## src/rtl/cp0_ex_ctrl.sv

```systemverilog
// rtl/cp0_ex_ctrl.sv - WB-stage exception/ERET sequencer driving CP0 updates, flush and fetch redirect
// Optional interrupt trigger enabled by defining CP0_INT_EN.
module cp0_ex_ctrl #(
    parameter logic [3:0]  FLUSH_CYCLES = 4'd2,
    parameter logic [31:0] EX_VECTOR    = 32'hbfc00380
) (
    input  logic        clk,
    input  logic        reset,
    input  logic        ws_valid,
    input  logic [31:0] ws_pc,
    input  logic        ws_bd,
    input  logic        ws_ex,
    input  logic [4:0]  ws_excode,
    input  logic        ws_eret,
    input  logic [5:0]  hw_int,
    output logic        ws_allowin,
    output logic [4:0]  cp0_raddr,
    input  logic [31:0] cp0_rdata,
    output logic [31:0] cp0_wdata,
    output logic [4:0]  cp0_excode,
    output logic [2:0]  cp0_ex_code,
    output logic        cp0_bd,
    output logic        cp0_eret,
    output logic        flush,
    output logic        redirect_valid,
    output logic [31:0] redirect_pc,
    input  logic        redirect_ready
);

    localparam logic [4:0] CP0_STATUS = 5'd12;
    localparam logic [4:0] CP0_EPC    = 5'd14;

    typedef enum logic [1:0] {
        S_IDLE,
        S_FLUSH,
        S_REDIRECT
    } state_t;

    state_t      r_state, w_next_state;
    logic [3:0]  r_cnt, w_next_cnt;
    logic [31:0] r_target, w_next_target;

    logic w_trig_ex, w_trig_eret, w_trig_int;

    // Triggers are suppressed while reset is held so CP0 never sees a stray update.
    assign w_trig_ex   = !reset && ws_valid && ws_ex;
    assign w_trig_eret = !reset && ws_valid && !ws_ex && ws_eret;

`ifdef CP0_INT_EN
    logic w_unused_rdata;
    assign w_unused_rdata = ^{cp0_rdata[31:16], cp0_rdata[9:2]};
    assign w_trig_int = !reset && ws_valid && !ws_ex && !ws_eret
                        && cp0_rdata[0] && !cp0_rdata[1]
                        && (|(hw_int & cp0_rdata[15:10]));
`else
    logic w_unused_hw_int;
    assign w_unused_hw_int = ^hw_int;
    assign w_trig_int = 1'b0;
`endif

    always_comb begin
        w_next_state   = r_state;
        w_next_cnt     = r_cnt;
        w_next_target  = r_target;
        ws_allowin     = 1'b0;
        cp0_raddr      = CP0_STATUS;
        cp0_wdata      = 32'd0;
        cp0_excode     = 5'd0;
        cp0_ex_code    = 3'b000;
        cp0_bd         = 1'b0;
        cp0_eret       = 1'b0;
        flush          = 1'b0;
        redirect_valid = 1'b0;
        redirect_pc    = 32'd0;
        case (r_state)
            S_IDLE: begin
                ws_allowin = 1'b1;
                if (w_trig_ex) begin
                    cp0_ex_code   = 3'b001;
                    cp0_excode    = ws_excode;
                    cp0_bd        = ws_bd;
                    cp0_wdata     = ws_pc;
                    flush         = 1'b1;
                    w_next_target = EX_VECTOR;
                    w_next_cnt    = FLUSH_CYCLES;
                    w_next_state  = S_FLUSH;
                end else if (w_trig_eret) begin
                    // EPC must be captured now, before CP0 clears EXL at the end of this cycle.
                    cp0_eret      = 1'b1;
                    cp0_raddr     = CP0_EPC;
                    flush         = 1'b1;
                    w_next_target = cp0_rdata;
                    w_next_cnt    = FLUSH_CYCLES;
                    w_next_state  = S_FLUSH;
                end else if (w_trig_int) begin
                    cp0_ex_code   = 3'b010;
                    cp0_bd        = ws_bd;
                    cp0_wdata     = ws_pc;
                    flush         = 1'b1;
                    w_next_target = EX_VECTOR;
                    w_next_cnt    = FLUSH_CYCLES;
                    w_next_state  = S_FLUSH;
                end
            end
            S_FLUSH: begin
                flush      = 1'b1;
                w_next_cnt = r_cnt - 4'd1;
                if (r_cnt <= 4'd1) begin
                    w_next_state = S_REDIRECT;
                end
            end
            S_REDIRECT: begin
                redirect_valid = 1'b1;
                redirect_pc    = r_target;
                if (redirect_ready) begin
                    w_next_state = S_IDLE;
                end
            end
            default: begin
                w_next_state = S_IDLE;
            end
        endcase
    end

    always_ff @(posedge clk) begin
        if (reset) begin
            r_state  <= S_IDLE;
            r_cnt    <= 4'd0;
            r_target <= 32'd0;
        end else begin
            r_state  <= w_next_state;
            r_cnt    <= w_next_cnt;
            r_target <= w_next_target;
        end
    end

endmodule
```

## config.mk

```make
export PLATFORM = sky130hd
export DESIGN_NAME = cp0_ex_ctrl
export DESIGN_NICKNAME = d
export VERILOG_FILES = /design/src/rtl/cp0_ex_ctrl.sv
export SDC_FILE = /design/constraint.sdc
export NUM_CORES = 1
export LEC_CHECK = 0
export ABC_AREA = 1
export BUFFER_PORTS_ARGS = -buffer_cell sky130_fd_sc_hd__buf_2
export CAP_MARGIN = 20
export CORE_ASPECT_RATIO = 1.5
export CORE_MARGIN = 1.5
export CORE_UTILIZATION = 41
export DETAILED_ROUTE_END_ITERATION = 8
export PLACE_DENSITY = 0.81
export SETUP_SLACK_MARGIN = 0.1
export SLEW_MARGIN = 20
export SYNTH_ARGS = -nofsm -noshare
export SYNTH_HDL_FRONTEND = slang
export SYNTH_SLANG_ARGS = --single-unit
export TNS_END_PERCENT = 20
```

## constraint.sdc

```tcl
create_clock -name clk -period 1.54 [get_ports clk]
set_clock_uncertainty 0.1 [all_clocks]
set_input_delay 0.231 -clock clk [delete_from_list [all_inputs] [get_ports clk]]
set_output_delay 0.231 -clock clk [all_outputs]
set_load 0.01 [all_outputs]
```

=== After elaboration in Yosys (flattened, before gate mapping) ===
Index checks and enable logic that the tools add are counted.

* Input port bits: 82
* Output and inout port bits: 82
* Word-level logic and storage cells: 51
* Register bits after elaboration: 38

* $lt $le $gt $ge: 1
* Add/sub/neg operators: 1
* Multiplexer cells: 29
* Reduce and logical (&&, ||, !) cells: 12
* Equality and inequality tests: 5

{| class="wikitable"
|+ Operators with widths
! kind !! number
|-
| 32-bit 2-to-1 mux || 5
|-
| 5-bit 2-to-1 mux || 3
|-
| 2-bit 2-to-1 mux || 6
|-
| 1-bit 2-to-1 mux || 10
|-
| 4-bit 2-to-1 mux || 2
|-
| 4-bit one-hot mux with 2 select lines || 1
|-
| 2-bit one-hot mux with 3 select lines || 1
|-
| 4-bit by 1-bit <= comparator with 1-bit output, second input constant || 1
|-
| 1-bit logical AND || 4
|-
| 2-bit != test, second input constant || 2
|-
| 2-bit AND reduction || 2
|-
| 2-bit nonzero test || 2
|-
| 4-bit by 1-bit subtractor with 4-bit output, second input constant || 1
|-
| 3-bit != test, second input constant || 1
|-
| 3-bit AND reduction || 1
|-
| 2-bit by 1-bit equality test with 1-bit output, second input constant || 1
|-
| 2-bit equality test, second input constant || 1
|-
| 1-bit zero test || 2
|-
| 2-bit zero test || 1
|-
| 1-bit one-hot mux with 2 select lines || 1
|}

=== Depth between registers and ports, before layout ===
* Depth in word-level cells: 7
* Gate-level depth with buffers: 9
* Depth with buffers taken out: 9

=== Worst setup path after synthesis ===
No wires, ideal clock.

* Path kind: register to output
* Start point: reg r_state[0]
* End point: out cp0_excode[0]
* Buffers on the path: 2
* Arrival time: 1.106 ns
* Setup slack: 0.103 ns
* Stages on the path, launching flop included: 6
* Cells stage by stage: dfxtp_1 > nor2_4 > nand3_2 > buf_2 > buf_6 > nor2_1

* Longest elaborated chain between the ends: 2

{| class="wikitable"
|+ Ends and longest elaborated chain
! item !! RTL line !! RTL
|-
| from (decl) || 39 || <nowiki>state_t r_state, w_next_state;</nowiki>
|-
| from (signal assigned) || 131 || <nowiki>r_state <= w_next_state;</nowiki>
|-
| 2-bit zero test || 75 || <nowiki>case (r_state)</nowiki>
|-
| 5-bit 2-to-1 mux || 75 ||
|-
| to (decl) || 20 || <nowiki>output logic [4:0] cp0_excode,</nowiki>
|}

Every way passes these cells.

=== Worst setup path after layout ===
* Start point: reg r_state[1]
* End point: out cp0_wdata[2]

* Longest elaborated chain between the ends: 2

{| class="wikitable"
|+ Ends and longest elaborated chain
! item !! RTL line !! RTL
|-
| 2-bit zero test || 75 ||
|-
| 32-bit 2-to-1 mux || 75 ||
|-
| to (decl) || 19 || <nowiki>output logic [31:0] cp0_wdata,</nowiki>
|}

Every way passes these cells.

==> impl_metrics.xml <==
<?xml version="1.0" encoding="UTF-8"?>
<metrics>
  <group name="run_status">
    <metric name="run_status" unit="">complete, but fails checks</metric>
    <metric name="violated_checks" unit="">negative setup slack</metric>
  </group>
  <group name="logic_synthesis">
    <metric name="async_reset_ff_frac" unit="">0</metric>
    <metric name="synth_most_common_cell" unit="">nor2_1</metric>
    <metric name="synth_ff_type" unit="">dfxtp_1</metric>
    <metric name="synth.largest_area_cell" unit="">dfxtp_1</metric>
    <metric name="yosys.cell_types.count" unit="">21</metric>
    <metric name="yosysWarningCount" unit="">0</metric>
    <metric name="synth_top_cells_by_area" unit="">dfxtp_1 (34%), nor2_1 (16%), inv_1 (13%), nand2_1 (9.3%), nand4_1 (5.8%)</metric>
    <metric name="avgSynthCellArea" unit="µm²">6.04</metric>
    <metric name="mappedNetlistArea" unit="µm²">2260</metric>
    <metric name="post_synth_inst_count" unit="">375</metric>
    <metric name="ys_seq_elements" unit="">38</metric>
    <metric name="synth_seq_area_share" unit="">0.336</metric>
    <metric name="yosysTopAreaCellShare" unit="">0.336</metric>
    <metric name="ys_top_cells_by_count" unit="">nor2_1 (98), inv_1 (81), nand2_1 (56)</metric>
    <metric name="number_of_flops_mapped_to_enable_cells_by_yosys" unit="">0</metric>
  </group>
  <group name="critical_path">
    <metric name="worst-endpoint-arrival" unit="ns">1.34</metric>
    <metric name="reg2reg_from" unit="">r_state[0]$_SDFFE_PP0P_</metric>
    <metric name="worstRegToRegCells" unit="">6</metric>
    <metric name="reg2reg_slack" unit="ns">0.17</metric>
    <metric name="worstReg2RegEnd" unit="">r_target[6]$_SDFFE_PP0P_</metric>
    <metric name="path_class" unit="">register to primary output</metric>
    <metric name="critical_path.startpoint_type" unit="">register</metric>
    <metric name="timing.critical_path.to_type" unit="">primary output</metric>
    <metric name="path_cells" unit="">nor2_4 -&gt; nand3_4 -&gt; clkbuf_16 -&gt; nor2_2 -&gt; buf_2</metric>
    <metric name="timing.critical_path.required" unit="ns">1.21</metric>
    <metric name="worst_path_largest_cell_delay" unit="ns">0.34</metric>
    <metric name="slowest_stage" unit="">dfxtp_2</metric>
    <metric name="crit_path_max_fo" unit="">19</metric>
  </group>
  <group name="clocking">
    <metric name="ctsRootBufferMaster" unit="">clkbuf_8</metric>
    <metric name="clock_buffers_created_by_tritoncts" unit="">5</metric>
    <metric name="cts_buffer_depth" unit="">2</metric>
    <metric name="cts.clk_slew.worst_paths" unit="ns">0.08</metric>
    <metric name="ctsHtreeMaxLevel" unit="">2</metric>
    <metric name="tritoncts_clock_tree" unit="">yes</metric>
    <metric name="insertion_delay" unit="ns">0.29</metric>
    <metric name="clock-sinks" unit="">38</metric>
  </group>
  <group name="power">
    <metric name="power_report.internal_total" unit="W">0.00179</metric>
    <metric name="switching_fraction_of_total_power" unit="">0.289</metric>
    <metric name="vdd_drop_max" unit="mV">0.557</metric>
    <metric name="leakage" unit="nW">1.91</metric>
    <metric name="power.clock.fraction" unit="">0.348</metric>
    <metric name="switching_power" unit="W">0.000724</metric>
    <metric name="comb_power_share" unit="">0.234</metric>
    <metric name="pwr_density_cell" unit="nW/µm²">763</metric>
    <metric name="power_frac_seq" unit="">0.419</metric>
  </group>
  <group name="sta">
    <metric name="grt_setup_unrepaired" unit="">true</metric>
    <metric name="final_worst_slack" unit="ns">-0.128</metric>
    <metric name="timing.setup.tns" unit="ns">-5.74</metric>
    <metric name="hold_slack" unit="ns">0.0578</metric>
    <metric name="final.period_utilization" unit="">1.08</metric>
    <metric name="final-setup-viol-count" unit="">76</metric>
    <metric name="clock.fmax" unit="GHz">0.599</metric>
    <metric name="finalCriticalPeriod" unit="ns">1.67</metric>
    <metric name="timing.final.hold_violations" unit="">0</metric>
    <metric name="report.final.slew_viol_count" unit="">0</metric>
  </group>
  <group name="grt">
    <metric name="grt_overflow_total" unit="">0</metric>
    <metric name="gr-usage-all-layers" unit="">0.216</metric>
    <metric name="wire_length_of_the_first_global_routing_pass" unit="µm">10200</metric>
    <metric name="grt_start_max_net_pins" unit="">40</metric>
    <metric name="first_global_vias" unit="">2340</metric>
    <metric name="grt_antenna_before_repair" unit="">0</metric>
  </group>
  <group name="placement">
    <metric name="port_buffers" unit="">151</metric>
    <metric name="dp_hpwl" unit="µm">4680</metric>
    <metric name="place_area" unit="µm²">3060</metric>
    <metric name="gpl.final_weighted_congestion" unit="">0.821</metric>
    <metric name="dp_cells" unit="">585</metric>
  </group>
  <group name="die">
    <metric name="start_util" unit="">0.419</metric>
    <metric name="dieWidth" unit="µm">63.7</metric>
    <metric name="die_h" unit="µm">94.0</metric>
    <metric name="core_rows" unit="">33</metric>
    <metric name="num_io_pins" unit="">164</metric>
    <metric name="die_area" unit="µm²">5990</metric>
    <metric name="core-area" unit="µm²">5410</metric>
  </group>
  <group name="drt">
    <metric name="drt_drc_violations_left" unit="">0</metric>
    <metric name="post_drt_wl_per_cell" unit="µm">10.9</metric>
    <metric name="count_of_antenna_violating_nets_left_after_detailed_routing" unit="">0</metric>
    <metric name="drtPass1Iterations" unit="">5</metric>
    <metric name="dr_total_vias" unit="">2673</metric>
    <metric name="drt-vias-per-instance" unit="">4.47</metric>
    <metric name="routed_wl" unit="µm">6510</metric>
    <metric name="initialDrtViolationCount" unit="">79</metric>
  </group>
  <group name="worst_hold_path">
    <metric name="hold_path_class" unit="">primary input to register</metric>
    <metric name="holdPathEnd" unit="">r_target[9]$_SDFFE_PP0P_</metric>
    <metric name="whs_path_cells" unit="">3</metric>
    <metric name="min_from" unit="">cp0_rdata[9]</metric>
  </group>
  <group name="run">
    <metric name="drv.max_cap_violation_count" unit="">0</metric>
  </group>
  <group name="cells_and_area">
    <metric name="postLayoutCoreUtil" unit="">0.608</metric>
    <metric name="multi_input_logic_area" unit="µm²">1050</metric>
    <metric name="fillers" unit="">529</metric>
    <metric name="antenna_cells_inserted" unit="">0</metric>
    <metric name="final_cell_area" unit="µm²">3290</metric>
    <metric name="instances_no_fill" unit="">598</metric>
    <metric name="area_growth_syn_to_layout" unit="%">45.2</metric>
    <metric name="area.sequential" unit="µm²">764</metric>
    <metric name="layout-drive-gt1-share" unit="">0.383</metric>
    <metric name="nets" unit="">612</metric>
  </group>
</metrics>
## what timing repair did
action	CTS	global route
pin swaps	3	0
endpoints found under the setup margin	76	84
cloned	2	1
hold buffers	0	0
resized for setup	12	9
setup buffers	3	0
## worst max path at each step
stage / slack, ns / start / endpoint / cells past startpoint
after global placement: 0.09 / r_state[1]$_SDFFE_PP0P_ / redirect_pc[7] / 5
after global routing: -0.19 / r_state[0]$_SDFFE_PP0P_ / cp0_wdata[21] / 5
final: -0.13 / r_state[1]$_SDFFE_PP0P_ / cp0_wdata[2] / 5
after floorplan: 0.10 / r_state[0]$_SDFFE_PP0P_ / cp0_excode[0] / 5
after detailed placement: 0.07 / r_state[0]$_SDFFE_PP0P_ / redirect_pc[7] / 4
after CTS: -0.13 / r_state[1]$_SDFFE_PP0P_ / cp0_wdata[25] / 5
## routing by layer
layer	GRT usage	share of wire	vias to the layer above
met5	0	0	-
met4	0.0707	0.014	0
met3	0.0444	0.057	8
met2	0.390	0.51	97
met1	0.251	0.42	1170
li1	-	-	1398
## flip-flops by register name, indices dropped and copies added (netlist names)
signal	flops
r_target	32
r_cnt	4
r_state	2
## critical path, delay by kind of cell, from the launching register on
family                 cells  cell delay [ns]
buffers and inverters      2             0.33
AND/OR/NAND/NOR            3             0.37
flip-flops                 1             0.34
## layout by cell type, fill, tap and decap left out, types with 2 or more instances in the layout
| master | n |
|---|---|
| nand2_1 | 55 |
| buf_2 | 151 |
| clkbuf_8 | 6 |
| nor2_1 | 90 |
| ha_1 | 2 |
| buf_6 | 2 |
| a21oi_1 | 24 |
| o21ai_0 | 3 |
| inv_1 | 80 |
| inv_2 | 4 |
| inv_4 | 2 |
| buf_4 | 13 |
| dfxtp_1 | 35 |
| nor2_2 | 7 |
| nand3_1 | 9 |
| conb_1 | 6 |
| nor2_4 | 4 |
| nand4_1 | 21 |
| nand2_2 | 3 |
| dfxtp_2 | 3 |
## final cells by class
type | count | share of cell area
multi-input cells | 227 | 0.321
repair buffers | 168 | 0.280
flip-flops and latches | 38 | 0.232
inverters | 86 | 0.101
well taps | 70 | 0.0266
clock buffers | 6 | 0.0251
clock inverters | 1 | 0.00913
repair inverters | 2 | 0.00457
## cells by family (layout without fill, tap and decap cells)
group | after synthesis | after routing | synth area share
fa+ha+maj | 2 | 2 | 0.0110
compound gates | 28 | 28 | 0.0691
simple gates | 191 | 191 | 0.360
other cells | 2 | 6 | 0.00332
flops | 38 | 38 | 0.336
buf+inv | 114 | 263 | 0.220
## power groups by stage
stage	combinational (W)	clock, W	sequential, W
floorplan	0.000331	0	0.00107
global placement	0.000516	0	0.00107
detailed placement	0.000526	0	0.00107
CTS	0.000573	0.000896	0.00105
global route	0.000660	0.000940	0.00106
finish	0.000586	0.000873	0.00105
## through the flow
step                setup slack, ns  power [W]
finish                       -0.128    0.00251
global route                 -0.185    0.00266
detailed placement           0.0661    0.00160
CTS                          -0.126    0.00252
global placement             0.0910    0.00158
floorplan                     0.103    0.00140
Note: power is estimated with default switching activity, not from simulation.
